`src/rtl/serial_frame_rx.sv`:
```
// Serial frame receiver: recovers start/data/stop frames from a 1-bit line
// that is already in the clk domain and presents DATA_W-bit parallel words.
module serial_frame_rx #(
    parameter int DATA_W       = 8,
    parameter int CLKS_PER_BIT = 4
) (
    input  logic              clk,
    input  logic              reset,
    input  logic              sd_in,
    output logic [DATA_W-1:0] data_out,
    output logic              data_valid,
    output logic              frame_err,
    output logic              busy
);

    localparam int HALF  = CLKS_PER_BIT / 2;
    localparam int CNT_W = $clog2(CLKS_PER_BIT);
    localparam int IDX_W = (DATA_W > 1) ? $clog2(DATA_W) : 1;

    localparam logic [CNT_W-1:0] HALF_M1  = CNT_W'(HALF - 1);
    localparam logic [CNT_W-1:0] BIT_M1   = CNT_W'(CLKS_PER_BIT - 1);
    localparam logic [IDX_W-1:0] IDX_LAST = IDX_W'(DATA_W - 1);

    typedef enum logic [2:0] {
        S_IDLE  = 3'd0,
        S_START = 3'd1,
        S_DATA  = 3'd2,
        S_STOP  = 3'd3,
        S_BREAK = 3'd4
    } state_t;

    state_t             state_q, state_d;
    logic [CNT_W-1:0]   cnt_q, cnt_d;
    logic [IDX_W-1:0]   idx_q, idx_d;
    logic [DATA_W-1:0]  shift_q, shift_d;
    logic [DATA_W-1:0]  data_q, data_d;
    logic               valid_q, valid_d;
    logic               err_q, err_d;
    logic               busy_q, busy_d;

    // Next-state and registered-output logic; cnt wraps at every sample point.
    always_comb begin
        state_d = state_q;
        cnt_d   = cnt_q;
        idx_d   = idx_q;
        shift_d = shift_q;
        data_d  = data_q;
        valid_d = 1'b0;
        err_d   = 1'b0;
        case (state_q)
            S_IDLE: begin
                if (!sd_in) begin
                    state_d = S_START;
                    cnt_d   = '0;
                end else begin
                    state_d = S_IDLE;
                end
            end
            S_START: begin
                if (cnt_q == HALF_M1) begin
                    cnt_d = '0;
                    idx_d = '0;
                    if (sd_in) begin
                        state_d = S_IDLE;
                    end else begin
                        state_d = S_DATA;
                    end
                end else begin
                    cnt_d = cnt_q + CNT_W'(1);
                end
            end
            S_DATA: begin
                if (cnt_q == BIT_M1) begin
                    cnt_d          = '0;
                    shift_d[idx_q] = sd_in;
                    if (idx_q == IDX_LAST) begin
                        state_d = S_STOP;
                    end else begin
                        idx_d = idx_q + IDX_W'(1);
                    end
                end else begin
                    cnt_d = cnt_q + CNT_W'(1);
                end
            end
            S_STOP: begin
                if (cnt_q == BIT_M1) begin
                    cnt_d = '0;
                    if (sd_in) begin
                        data_d  = shift_q;
                        valid_d = 1'b1;
                        state_d = S_IDLE;
                    end else begin
                        err_d   = 1'b1;
                        state_d = S_BREAK;
                    end
                end else begin
                    cnt_d = cnt_q + CNT_W'(1);
                end
            end
            // A held-low line after a bad stop bit must not look like a new start.
            S_BREAK: begin
                if (sd_in) begin
                    state_d = S_IDLE;
                end else begin
                    state_d = S_BREAK;
                end
            end
            default: begin
                state_d = S_IDLE;
                cnt_d   = '0;
            end
        endcase
        busy_d = (state_d != S_IDLE);
    end

    // State and output registers with synchronous reset.
    always_ff @(posedge clk) begin
        if (reset) begin
            state_q <= S_IDLE;
            cnt_q   <= '0;
            idx_q   <= '0;
            shift_q <= '0;
            data_q  <= '0;
            valid_q <= 1'b0;
            err_q   <= 1'b0;
            busy_q  <= 1'b0;
        end else begin
            state_q <= state_d;
            cnt_q   <= cnt_d;
            idx_q   <= idx_d;
            shift_q <= shift_d;
            data_q  <= data_d;
            valid_q <= valid_d;
            err_q   <= err_d;
            busy_q  <= busy_d;
        end
    end

    assign data_out   = data_q;
    assign data_valid = valid_q;
    assign frame_err  = err_q;
    assign busy       = busy_q;

endmodule

```
`config.mk`:
```
export PLATFORM = sky130hd
export DESIGN_NAME = serial_frame_rx
export DESIGN_NICKNAME = d
export VERILOG_FILES = /design/src/rtl/serial_frame_rx.sv
export SDC_FILE = /design/constraint.sdc
export NUM_CORES = 1
export LEC_CHECK = 0
export ABC_AREA = 1
export CAP_MARGIN = 20
export CORE_ASPECT_RATIO = 0.9
export CORE_MARGIN = 2
export CORE_UTILIZATION = 48
export CTS_CLUSTER_DIAMETER = 100
export DETAILED_ROUTE_END_ITERATION = 10
export PLACE_DENSITY = 0.7
export SKIP_CTS_REPAIR_TIMING = 1
export SLEW_MARGIN = 20
export SYNTH_ARGS = -nofsm -noshare
export SYNTH_HDL_FRONTEND = slang
export SYNTH_SLANG_ARGS = --single-unit
```
`constraint.sdc`:
```
create_clock -name clk -period 1.4 [get_ports clk]
set_input_delay 0.35 -clock clk [delete_from_list [all_inputs] [get_ports clk]]
set_output_delay 0.35 -clock clk [all_outputs]
set_load 0.005 [all_outputs]
```
* After elaboration in Yosys (flattened, before gate mapping) *
Cells that the tools add are included.

operators by class
  add/subtract/negate cells = 2
  multipliers = 0
  div/mod/pow operators = 0
  $lt $le $gt $ge = 2
  equality and inequality tests = 11
  shift-type cells = 0
  multiplexer cells = 21
  bitwise gates (word level) = 3
  reduce and logical (&&, ||, !) cells = 10

operators by type and width
  kind                                                  number
  2-to-1 mux 3 bit                                      8
  one-hot mux 3 bit (5 select lines)                    1
  bitwise mux 8 bit                                     1
  2-to-1 mux 2 bit                                      4
  inequality test 2 bit (second input constant)         4
  one-hot mux 2 bit (4 select lines)                    1
  == test 3 x 2 -> 1 bit (second input constant)        2
  == test 3 bit (second input constant)                 2
  one-hot mux 3 bit (2 select lines)                    1
  < comparator 3 x 4 -> 1 bit (second input constant)   1
  2-to-1 mux 1 bit                                      4
  AND reduction 2 bit                                   2
  AND reduction 4 bit                                   1
  adder 3 x 1 -> 3 bit (second input constant)          1
  demux 1 bit (select 3 bit)                            1
  == test 3 x 1 -> 1 bit (second input constant)        1
  >= comparator 3 x 1 -> 1 bit (second input constant)  1
  zero test 3 bit                                       1
  NOT 1 bit                                             3
  AND reduction 3 bit                                   1
  nonzero test 3 bit                                    1
  OR reduction 3 bit                                    1
  adder 2 x 1 -> 2 bit (second input constant)          1
  == test 2 x 1 -> 1 bit (second input constant)        1
  4 further kinds                                       4

storage, ports and cells
  register bits after elaboration = 27
  bits in latches = 0
  memory bits (writable) = 0
  ROM bits = 0
  input bits = 3
  output and inout port bits = 11
  word-level logic and storage cells = 57
  memories kept = 0

* Depth between registers and ports, before layout *
Gate-level depths: netlist of the first run.

  depth in word-level cells = 5
  mapped depth = 11

* Worst setup path before layout of the first run *
Ideal clock, no wire load.

  kind = register to register
  start = reg idx_q[0]
  end = reg idx_q[0]
  arrival = 1.151 ns
  required time = 1.268 ns
  path slack = 0.116 ns
  cell stages (with the launch flop) = 9
  cells stage by stage = dfxtp_1 > ha_1 > ha_1 > inv_1 > nand4_1 > nand2_1 > nand2_2 > nand2_1 > a21oi_1

on the way
  cells in the longest elaborated chain, start to end = 4
  elaborated cells between the ends (all ways) = 7
  those cells by class = add/sub: 1; eq/ne: 2; mux: 3; reduce/logical: 1

RTL lines
  item                                RTL line  source
  start: declaration                  34        logic [IDX_W-1:0] idx_q, idx_d;
  start signal: assignment            130       idx_q <= idx_d;
  adder 3 x 1 -> 3 bit                79        idx_d = idx_q + IDX_W'(1);
  2-to-1 mux 3 bit                    76        if (idx_q == IDX_LAST) begin
  2-to-1 mux 3 bit                    73        if (cnt_q == BIT_M1) begin
  one-hot mux 3 bit (2 select lines)  50        case (state_q)

Several ways; a longest one is shown, not always the timed one. The select of a mux whose other input is x is not followed.
A chain may end at the register's enable or synchronous reset.

* Final worst setup path of the first run *
  start = reg idx_q[0]
  end = reg idx_q[1]

Same word-level chain as after synthesis.

==> flow_summary.toml, run 1 <==
[logic_synthesis]
ys_seq_area_share_pct = 41.6
synth-xor-area-share_pct = 0
synth_top_family_by_area = "simple AND/OR/NAND/NOR gates"
synth_area_um2 = 1300
yosysTopAreaCell = "dfxtp_1"
ys_warn_count = 0
yosys.area_share.simple_pct = 40.8
synth_fa_ha_area_share_pct = 4.82
synth_top_cell_area_share_pct = 41.6
ys_top_cells_by_area = "dfxtp_1 (42%), nand2_1 (12%), nor2_1 (9.2%)"
synth_cells = 179
synth_seq_cells = 27
synth_compound_area_share_pct = 6.65
avgSynthCellArea_um2 = 7.26
muxShareOfSynthArea_pct = 0
netlist-cell-type-count = 22
synth.net_count = 187

[routing]
wl_met1_mm = 1.33
wl_per_cell_um = 11.7
wl_met2_mm = 1.29
drt_pass1_iterations = 7
antenna_left = 0
vias = 1149
wl_mm = 2.72
drc_errors = 1
wl_met3_um = 81
highest_layer = "met4"
drt_iter0_markers = 13
via_per_inst = 4.95

[timing]
fin_hold_ws_ns = 0.472
finalHoldViolCount = 0
rsz0062_at_grt = "true"
finalSetupViolations = 0
min_period_over_period_pct = 94.4
slew_viol_final = 0
slew_headroom_pct = 81.5
period_needed_ns = 1.32
fmax_mhz = 757
setup_tns_ns = 0
tightestPinTransition_ns = 0.276
fin_worst_skew_ns = 0.0100

[global_route]
gr-total-overflow = 0
track_usage_pct = 18.1
grt_pass1_vias = 991
grt_max_degree = 15
antenna_found_initial = 0
grt_pass1_wl_mm = 4.26

[final_layout]
syn_to_final_growth_pct = 27.3
final_cell_mix = "nand2_1 (37), nor2_1 (31), dfxtp_1 (15), a21oi_1 (13)"
seq_area_um2 = 556
drive_above_1_share_pct = 30.9
n_antenna_cell = 0
fin_cells = 232
mostFrequentLayoutCell = "nand2_1"
fillCellCount = 239
multi_input_area_um2 = 716
fin_nets = 213

[clock_network]
htreeDepth = 1
path_clk_slew_ns = 0.14
cts.sinks = 27
cts_max_path_buffers = 2
cts_buffers = 3
clockRootBuffer = "clkbuf_4"
clk_latency_ns = 0.32
cts_tree = "yes"

[floorplanning]
core_area_um2 = 2510
io_pins = 14
die-width_um = 58.8
dieArea_um2 = 3140
rows = 17
initial_core_util_pct = 51.7
die_y_um = 53.3

[critical_path]
end_kind = "flop"
required_ns = 1.62
crit_path_start_kind = "flop"
arrival_ns = 1.54
cp_max_fo = 4
worstSetupPathType = "flop to flop"

[hold_path]
min_path_type = "flop to flop"

[power_and_ir_drop]
p_per_area_nw_per_um2 = 941
p_switching_uw = 499
swShare_pct = 32.1
p_seq_share_pct = 54.8
power_frac_clock_pct = 20.9
ir_drop_mv = 0.547
p_leak_nw = 0.882
p_int_mw = 1.06
p_comb_share_pct = 24.3

[status]
outcome = "finished, violations left"
violations = "DRC"

[place]
gp_congestion = 0.863
hpwl_mm = 1.98
portBuffers = 13
dp.cells = 224

[flow_run]
drv_cap = 0
[power groups by stage]
| stage | Sequential, mW | Clock (mW) | Combinational, mW |
|---|---|---|---|
| after global placement | 0.861 | 0 | 0.321 |
| after global routing | 0.859 | 0.362 | 0.428 |
| after CTS | 0.847 | 0.340 | 0.333 |
| final | 0.853 | 0.325 | 0.378 |
| after detailed placement | 0.864 | 0 | 0.331 |
| after floorplan | 0.859 | 0 | 0.245 |
[logic make-up after synthesis]
| group | after synthesis |
|---|---|
| AND/OR/NAND/NOR | 109 |
| flip-flops | 27 |
| buffers and inverters | 21 |
| AO/OA/AOI/OAI | 17 |
| adder cells (fa/ha/maj) | 5 |
[layout make-up]
class | instances | area share [%]
Clock buffer | 4 | 1.59
Inverter | 18 | 4.09
Multi-Input combinational cell | 131 | 43.3
Sequential cell | 27 | 33.6
Tap cell | 28 | 2.12
Timing Repair Buffer | 24 | 15.3
[sequential cells by signal, summed over array words and instances, names as in the netlist]
| signal | flops |
|---|---|
| shift_q | 8 |
| frame_err | 1 |
| state_q | 3 |
| data_out | 8 |
| busy | 1 |
| idx_q | 3 |
| cnt_q | 2 |
| data_valid | 1 |
[through the flow]
step	power, mW	util (%)	setup slack (ns)	instance area [um2]
after floorplan	1.10	-	0.116	1300
after global placement	1.18	60.5	-0.0565	1520
after detailed placement	1.20	60.5	-0.0841	1520
after CTS	1.52	61.5	-0.164	1540
after global routing	1.65	65.9	-0.0124	1650
final	1.55	65.9	0.0786	1650
[synth_stat cells (all sizes together)]
library cell	instances
nand2	46
or2	1
inv	17
dfxtp	27
ha	5
o21ai	2
nand4	1
a31oi	1
a21oi	14
nor2	45
nor3	1
clkbuf	3
nand3	14
nor4	1
clkinv	1
[metal layers]
layer	up-vias	GRT usage, %
met3	2	4.40
met2	12	29.3
met5	-	0
li1	612	-
met1	523	24.6
met4	0	3.41
[worst paths after layout]
| path | slack [ns] | start | depth (start not counted) | to |
|---|---|---|---|---|
| max reg2reg | 0.08 | idx_q[0] | 8 | idx_q[1] |
| max | 0.08 | idx_q[0] | 8 | idx_q[1] |
| min | 0.47 | data_out[1] | 2 | data_out[1] |
| min reg2reg | 0.47 | data_out[1] | 2 | data_out[1] |
[worst max-delay path, cell delays in order (launching register included)]
cell	delay (ns)
dfxtp_2	0.34
ha_1	0.19
ha_2	0.17
inv_1	0.05
nand4_1	0.11
nand2_2	0.14
nand2_2	0.08
nand2_1	0.07
a21oi_1	0.06
No activity file was read; power rests on OpenSTA's default activity.
==> run 2, diff against run 1 <==
--- a/config.mk
+++ b/config.mk
@@ -6,6 +6,7 @@
 export NUM_CORES = 1
 export LEC_CHECK = 0
 export ABC_AREA = 1
+export ABC_CLOCK_PERIOD_IN_PS = 1400
 export CAP_MARGIN = 20
 export CORE_ASPECT_RATIO = 0.9
 export CORE_MARGIN = 2
@@ -14,7 +15,7 @@
 export DETAILED_ROUTE_END_ITERATION = 10
 export PLACE_DENSITY = 0.7
 export SKIP_CTS_REPAIR_TIMING = 1
-export SLEW_MARGIN = 20
+export SLEW_MARGIN = 40
 export SYNTH_ARGS = -nofsm -noshare
 export SYNTH_HDL_FRONTEND = slang
 export SYNTH_SLANG_ARGS = --single-unit
==> results of run 2 <==
Final layout, timing and power as in run 1 (identical DEF).
